--- config.mk ---
export PLATFORM = sky130hd
export DESIGN_NAME = wb_trace_buffer
export DESIGN_NICKNAME = d
export VERILOG_FILES = /design/src/rtl/wb_trace_buffer.sv
export SDC_FILE = /design/constraint.sdc
export NUM_CORES = 2
export LEC_CHECK = 0
export ABC_CLOCK_PERIOD_IN_PS = 6300
export CELL_PAD_IN_SITES_DETAIL_PLACEMENT = 1
export CELL_PAD_IN_SITES_GLOBAL_PLACEMENT = 2
export CORE_MARGIN = 4
export CORE_UTILIZATION = 35
export CTS_CLUSTER_DIAMETER = 60
export DETAILED_ROUTE_END_ITERATION = 16
export DONT_BUFFER_PORTS = 1
export MAX_ROUTING_LAYER = met4
export PLACE_DENSITY_LB_ADDON = 0.12
export SLEW_MARGIN = 20
export SYNTH_ARGS = -nofsm -noshare
export SYNTH_HDL_FRONTEND = slang
export SYNTH_SLANG_ARGS = --single-unit
--- constraint.sdc ---
create_clock -name clk -period 6.3 [get_ports clk]
set_clock_uncertainty 0.15 [all_clocks]
set_input_delay 0.945 -clock clk [delete_from_list [all_inputs] [get_ports clk]]
set_output_delay 0.945 -clock clk [all_outputs]
set_load 0.01 [all_outputs]
--- src/rtl/wb_trace_buffer.sv ---
// Writeback-commit trace buffer: captures (pc, rd, data) records with a PC trigger and freeze.
// Optional macro TRACE_TIMESTAMP_EN adds a free-running cycle stamp to every record.
module wb_trace_buffer #(
  parameter int unsigned DEPTH     = 16,
  parameter int unsigned DATA_W    = 32,
  parameter int unsigned PC_W      = 32,
  parameter int unsigned TS_W      = 16,
  parameter int unsigned WRAP      = 1,
  parameter int unsigned POST_TRIG = 8
) (
  input  logic                       clk,
  input  logic                       rst,
  input  logic                       wb_valid,
  input  logic [4:0]                 wb_rd_addr,
  input  logic [DATA_W-1:0]          wb_rd_data,
  input  logic [PC_W-1:0]            wb_pc,
  input  logic                       arm,
  input  logic                       trig_en,
  input  logic [PC_W-1:0]            trig_pc,
  input  logic                       rd_ready,
  output logic                       rd_valid,
  output logic [PC_W-1:0]            rd_pc,
  output logic [4:0]                 rd_addr,
  output logic [DATA_W-1:0]          rd_data,
  output logic [TS_W-1:0]            rd_ts,
  output logic [$clog2(DEPTH):0]     count,
  output logic                       overflow,
  output logic [1:0]                 state
);

  localparam int unsigned PTR_W   = $clog2(DEPTH);
  localparam int unsigned CNT_W   = PTR_W + 1;
  localparam bit          WRAP_EN = (WRAP != 0);

  typedef enum logic [1:0] {
    ST_ARMED     = 2'b00,
    ST_TRIGGERED = 2'b01,
    ST_FROZEN    = 2'b10
  } state_t;

  typedef struct packed {
    logic [PC_W-1:0]   pc;
    logic [4:0]        addr;
    logic [DATA_W-1:0] data;
  } rec_t;

  rec_t             mem [DEPTH];
  state_t           state_q, state_n;
  logic [PTR_W-1:0] wr_ptr_q, wr_ptr_n, rd_ptr_q, rd_ptr_n;
  logic [PTR_W-1:0] post_q, post_n;
  logic [CNT_W-1:0] count_q, count_n;
  logic             overflow_q, overflow_n;
  logic             capture, pop, full, wr_en, valid_n;
  rec_t             wr_rec, head_n;

`ifdef TRACE_TIMESTAMP_EN
  logic [TS_W-1:0]  ts_mem [DEPTH];
  logic [TS_W-1:0]  ts_q, ts_n, head_ts_n;
`endif

  assign count    = count_q;
  assign overflow = overflow_q;
  assign state    = state_q;

  // Next-state: pointer/count bookkeeping, trigger FSM and the show-ahead head for next cycle
  always_comb begin
    state_n    = state_q;
    wr_ptr_n   = wr_ptr_q;
    rd_ptr_n   = rd_ptr_q;
    post_n     = post_q;
    count_n    = count_q;
    overflow_n = overflow_q;
    wr_en      = 1'b0;
    head_n     = '0;
    valid_n    = 1'b0;
    wr_rec.pc   = wb_pc;
    wr_rec.addr = wb_rd_addr;
    wr_rec.data = wb_rd_data;

    capture = wb_valid && (wb_rd_addr != 5'd0) && (state_q != ST_FROZEN) && !arm;
    pop     = (count_q != '0) && rd_ready;
    full    = (count_q == CNT_W'(DEPTH));

    if (arm) begin
      state_n    = ST_ARMED;
      wr_ptr_n   = '0;
      rd_ptr_n   = '0;
      post_n     = '0;
      count_n    = '0;
      overflow_n = 1'b0;
    end else begin
      if (capture && (pop || !full || WRAP_EN)) begin
        wr_en    = 1'b1;
        wr_ptr_n = wr_ptr_q + PTR_W'(1);
      end
      // A wrapping overwrite of a full buffer retires the oldest entry like a pop
      if (pop || (wr_en && full)) begin
        rd_ptr_n = rd_ptr_q + PTR_W'(1);
      end
      if (wr_en && !pop && !full) begin
        count_n = count_q + CNT_W'(1);
      end else if (pop && !capture) begin
        count_n = count_q - CNT_W'(1);
      end
      if (capture && full && !pop) begin
        overflow_n = 1'b1;
      end

      case (state_q)
        ST_ARMED: begin
          if (capture && trig_en && (wb_pc == trig_pc)) begin
            if (POST_TRIG == 0) begin
              state_n = ST_FROZEN;
            end else begin
              state_n = ST_TRIGGERED;
              post_n  = PTR_W'(POST_TRIG);
            end
          end
        end
        ST_TRIGGERED: begin
          if (capture) begin
            post_n = post_q - PTR_W'(1);
            if (post_q == PTR_W'(1)) begin
              state_n = ST_FROZEN;
            end
          end
        end
        default: ;
      endcase
    end

    valid_n = (count_n != '0);
    if (valid_n) begin
      head_n = (wr_en && (rd_ptr_n == wr_ptr_q)) ? wr_rec : mem[rd_ptr_n];
    end
  end

`ifdef TRACE_TIMESTAMP_EN
  always_comb begin
    ts_n      = arm ? '0 : ts_q + TS_W'(1);
    head_ts_n = '0;
    if (valid_n) begin
      head_ts_n = (wr_en && (rd_ptr_n == wr_ptr_q)) ? ts_q : ts_mem[rd_ptr_n];
    end
  end

  always_ff @(posedge clk) begin
    if (wr_en) begin
      ts_mem[wr_ptr_q] <= ts_q;
    end
  end

  always_ff @(posedge clk or posedge rst) begin
    if (rst) begin
      ts_q  <= '0;
      rd_ts <= '0;
    end else begin
      ts_q  <= ts_n;
      rd_ts <= head_ts_n;
    end
  end
`else
  assign rd_ts = '0;
`endif

  always_ff @(posedge clk) begin
    if (wr_en) begin
      mem[wr_ptr_q] <= wr_rec;
    end
  end

  always_ff @(posedge clk or posedge rst) begin
    if (rst) begin
      state_q    <= ST_ARMED;
      wr_ptr_q   <= '0;
      rd_ptr_q   <= '0;
      post_q     <= '0;
      count_q    <= '0;
      overflow_q <= 1'b0;
      rd_valid   <= 1'b0;
      rd_pc      <= '0;
      rd_addr    <= '0;
      rd_data    <= '0;
    end else begin
      state_q    <= state_n;
      wr_ptr_q   <= wr_ptr_n;
      rd_ptr_q   <= rd_ptr_n;
      post_q     <= post_n;
      count_q    <= count_n;
      overflow_q <= overflow_n;
      rd_valid   <= valid_n;
      rd_pc      <= head_n.pc;
      rd_addr    <= head_n.addr;
      rd_data    <= head_n.data;
    end
  end

endmodule

==> summary.md <==
| Metric | Value |
|---|---|
| Pwr Density | `401 mW/mm^2` |
| Worst R2R End | `rd_pc[16]$_DFF_PP0_` |
| Worst setup EP type | `register` |
| EDFF count, synth | `1104` |
| #FFs+latches synth | `1194` |
| Headroom to the max-slew limit | `0.231` |
| Largest net degree at the start of global routing | `187` |
| Port Buf Inserts | `0` |
| Minimum clock period | `4.64 ns` |
| Worst hold-check path type | `in2reg` |
| Cell Rows | `134` |
| Die Area | `0.140 mm^2` |
| Initial Util | `0.352` |
| CP startpoint | `wb_rd_addr[1]` |
| Switching pwr | `0.00660 W` |
| Vias in the first global route | `30400` |
| Startpoint Class | `input pin` |
| Worst r2r src | `count[1]$_DFF_PP0_` |
| DP HPWL | `76200 um` |
| Fin. max-slew vios | `0` |
| Final setup violation count | `0` |
| Clk pwr share | `0.368` |
| Leak | `18.5 nW` |
| Max Clk Rate | `215 MHz` |
| Root Driver | `clkbuf_16` |
| Internal Power | `0.0150 W` |
| R2r setup slk | `1.85 ns` |
| Initial drt markers | `2177` |
| Total iterations of the first detailed-routing run | `7` |
| Final hold vios | `0` |
| Cell Area, Synth | `0.0470 mm^2` |
| Period utilization | `0.737` |
| Distinct cells, synth | `55` |
| Fillers | `13600` |
| Top-count cell post-synth | `edfxtp_1` |
| Final GP Congestion | `0.756` |
| CTS max path bufs | `3` |
| # DRC | `0` |
| WL met1 | `65500 um` |
| Antenna-violating nets left | `0` |
| CTS Sinks | `1194` |
| Crit Path Category | `in2reg` |
| Req. time, crit path | `6.80 ns` |
| Worst r2r path cells | `12` |
| TritonCTS buffer count | `142` |
| Area growth, synth to finish | `14.8%` |
| Ant diodes | `0` |
| Dpl ws | `0.890 ns` |
| Top cell type's share of synthesized area | `0.706` |
| Synth Area per Inst | `13.6 um^2` |
| Post-synthesis cell count | `3447` |
| CTS tree | `done` |
| Drt total wl | `148000 um` |
| Max Cap Violations | `0` |
| Status | `completed` |
| Die Span Y | `374 um` |
| DR top layer | `met4` |
| Chip Width | `374 um` |
| Worst-Margin Slew | `1.15 ns` |
| Fraction of layout instances using a drive strength above 1 | `0.0861` |
| Register area share after synthesis | `0.754` |
| CP Capture Point | `rd_pc[16]$_DFF_PP0_` |
| Met3 WL | `6260 um` |
| Setup TNS | `0 ns` |
| Placed Cells | `5073` |
| Post_cts resized | `0` |
| First-pass GRT wire length | `215000 um` |
| Clock Latency Late Sink | `0.77 ns` |
| Multi-input logic area | `0.0106 mm^2` |
| Max rail drop VDD | `389 uV` |
| Most frequent cells after synthesis | `edfxtp_1 (1104), nand2_1 (983), nand3_1 (415), nand4_1 (139), clkbuf_1 (120)` |
| Worst Path Max Fanout | `41` |
| Fraction of registers with async set/reset | `0.0754` |
| Ranking of synthesized cells by area | `edfxtp_1 (71%), nand2_1 (7.9%), dfrtp_1 (4.8%)` |
| GRT Util Overall | `0.215` |
| RSZ-0062 raised after global routing | `false` |
| Final WS setup | `1.66 ns` |
| Metal2 WL | `73100 um` |
| Initial antenna violation count | `0` |
| Via density | `5.40` |
| Sw frac | `0.305` |
| Syn. warnings | `0` |
| Clock-pin slew on the worst setup and hold paths | `0.06 ns` |
| H-tree depth | `4` |
| Io pins | `201` |
| Wirelength per Cell | `27.7 um` |
| Layout Cells excl Fill | `5334` |
| Core box area | `0.133 mm^2` |
| Overflow after GRT | `0` |
| Area leader, netlist | `edfxtp_1` |
| Register Area | `0.0354 mm^2` |
| Worst EP arrival | `5.14 ns` |
| Seq pwr share | `0.430` |
| Comb power frac | `0.202` |
| Ys flop type | `edfxtp_1` |
| Total number of vias | `28800` |
| Net count, final | `3567` |
## stage by stage
step	power [W]	instance area, um^2	hold slack (ns)	util
floorplan	0.0124	47000	0.311	-
global placement	0.0138	49400	0.323	0.370
detailed placement	0.0139	49400	0.339	0.370
CTS	0.0220	53900	0.0182	0.404
global route	0.0227	53900	0.0401	0.404
finish	0.0216	53900	0.0942	0.404
## repair_timing
item                                   4_1_cts  5_1_grt
hold buffers                                 1        0
buffers inserted                             0        0
endpoints found under the hold margin       24        0
## placed cells by master (no fill, tap or decap), drive strengths merged, types with 8 or more instances in the layout
cell type | synthesis | layout
edfxtp | 1104 | 1104
nand2 | 983 | 983
nand3 | 415 | 415
clkbuf | 120 | 206
nand4 | 139 | 139
dfrtp | 90 | 90
buf | 115 | 78
a31oi | 74 | 74
mux2i | 71 | 71
o211a | 70 | 70
a32oi | 68 | 68
nor2 | 45 | 45
xor2 | 33 | 33
clkinv | 1 | 31
inv | 17 | 28
conb | 1 | 16
xnor2 | 11 | 11
ha | 10 | 10
nor3 | 9 | 9
nor4 | 8 | 8
a21oi | 8 | 8
## registers in the layout (all words and copies together), names as in the netlist
name	cells
wr_ptr_q	4
post_q	4
rd_valid	1
rd_addr	5
mem	1104
state	2
count	5
overflow	1
rd_ptr_q	4
rd_pc	32
rd_data	32
## worst min path at each step
| stage | from | to | depth (start not counted) |
|---|---|---|---|
| floorplan | post_q[3]$_DFFE_PP0P_ | post_q[3]$_DFFE_PP0P_ | 1 |
| global placement | post_q[3]$_DFFE_PP0P_ | post_q[3]$_DFFE_PP0P_ | 1 |
| detailed placement | post_q[3]$_DFFE_PP0P_ | post_q[3]$_DFFE_PP0P_ | 1 |
| CTS | arm | wr_ptr_q[1]$_DFFE_PP0P_ | 1 |
| global route | arm | post_q[2]$_DFFE_PP0P_ | 1 |
| finish | arm | post_q[2]$_DFFE_PP0P_ | 1 |
## layout make-up
type | instances | share of cell area
Clock buffer | 206 | 0.0740
Inverter | 18 | 0.00151
Clock inverter | 54 | 0.00991
Timing Repair Buffer | 79 | 0.0201
Tap cell | 1768 | 0.0410
Multi-Input combinational cell | 2015 | 0.197
Sequential cell | 1194 | 0.657
## cells by family after synthesis
logic type | after synthesis | share of synthesized area
compound gates | 255 | 0.0444
xor+xnor | 44 | 0.00821
fa+ha+maj | 10 | 0.00266
buf+inv | 253 | 0.0258
flops | 1194 | 0.754
mux | 71 | 0.0151
other cells | 1 | 0.0000799
simple gates | 1619 | 0.150
## layer usage
layer	up-vias	GRT usage
met4	0	0.0525
li1	12800	-
met5	-	-
met3	193	0.0397
met1	15300	0.277
met2	572	0.354
## power groups by stage
| stage | registers, W | logic, W | clock network [W] |
|---|---|---|---|
| final | 0.00931 | 0.00437 | 0.00795 |
| after global routing | 0.00934 | 0.00485 | 0.00853 |
| after CTS | 0.00933 | 0.00447 | 0.00818 |
| after detailed placement | 0.00949 | 0.00444 | 0 |
| after global placement | 0.00950 | 0.00435 | 0 |
| after floorplan | 0.00931 | 0.00311 | 0 |
## critical path: stages
cell      delay (ns)
or4_1           0.83
o211ai_2        0.51
o21ai_1         0.27
a211oi_1        0.41
or2_4           0.51
o311ai_1        0.22
nand2_4         0.59
buf_4           0.49
nand3_1         0.14
o211a_1         0.16
No activity file was read; power rests on OpenSTA's default activity.
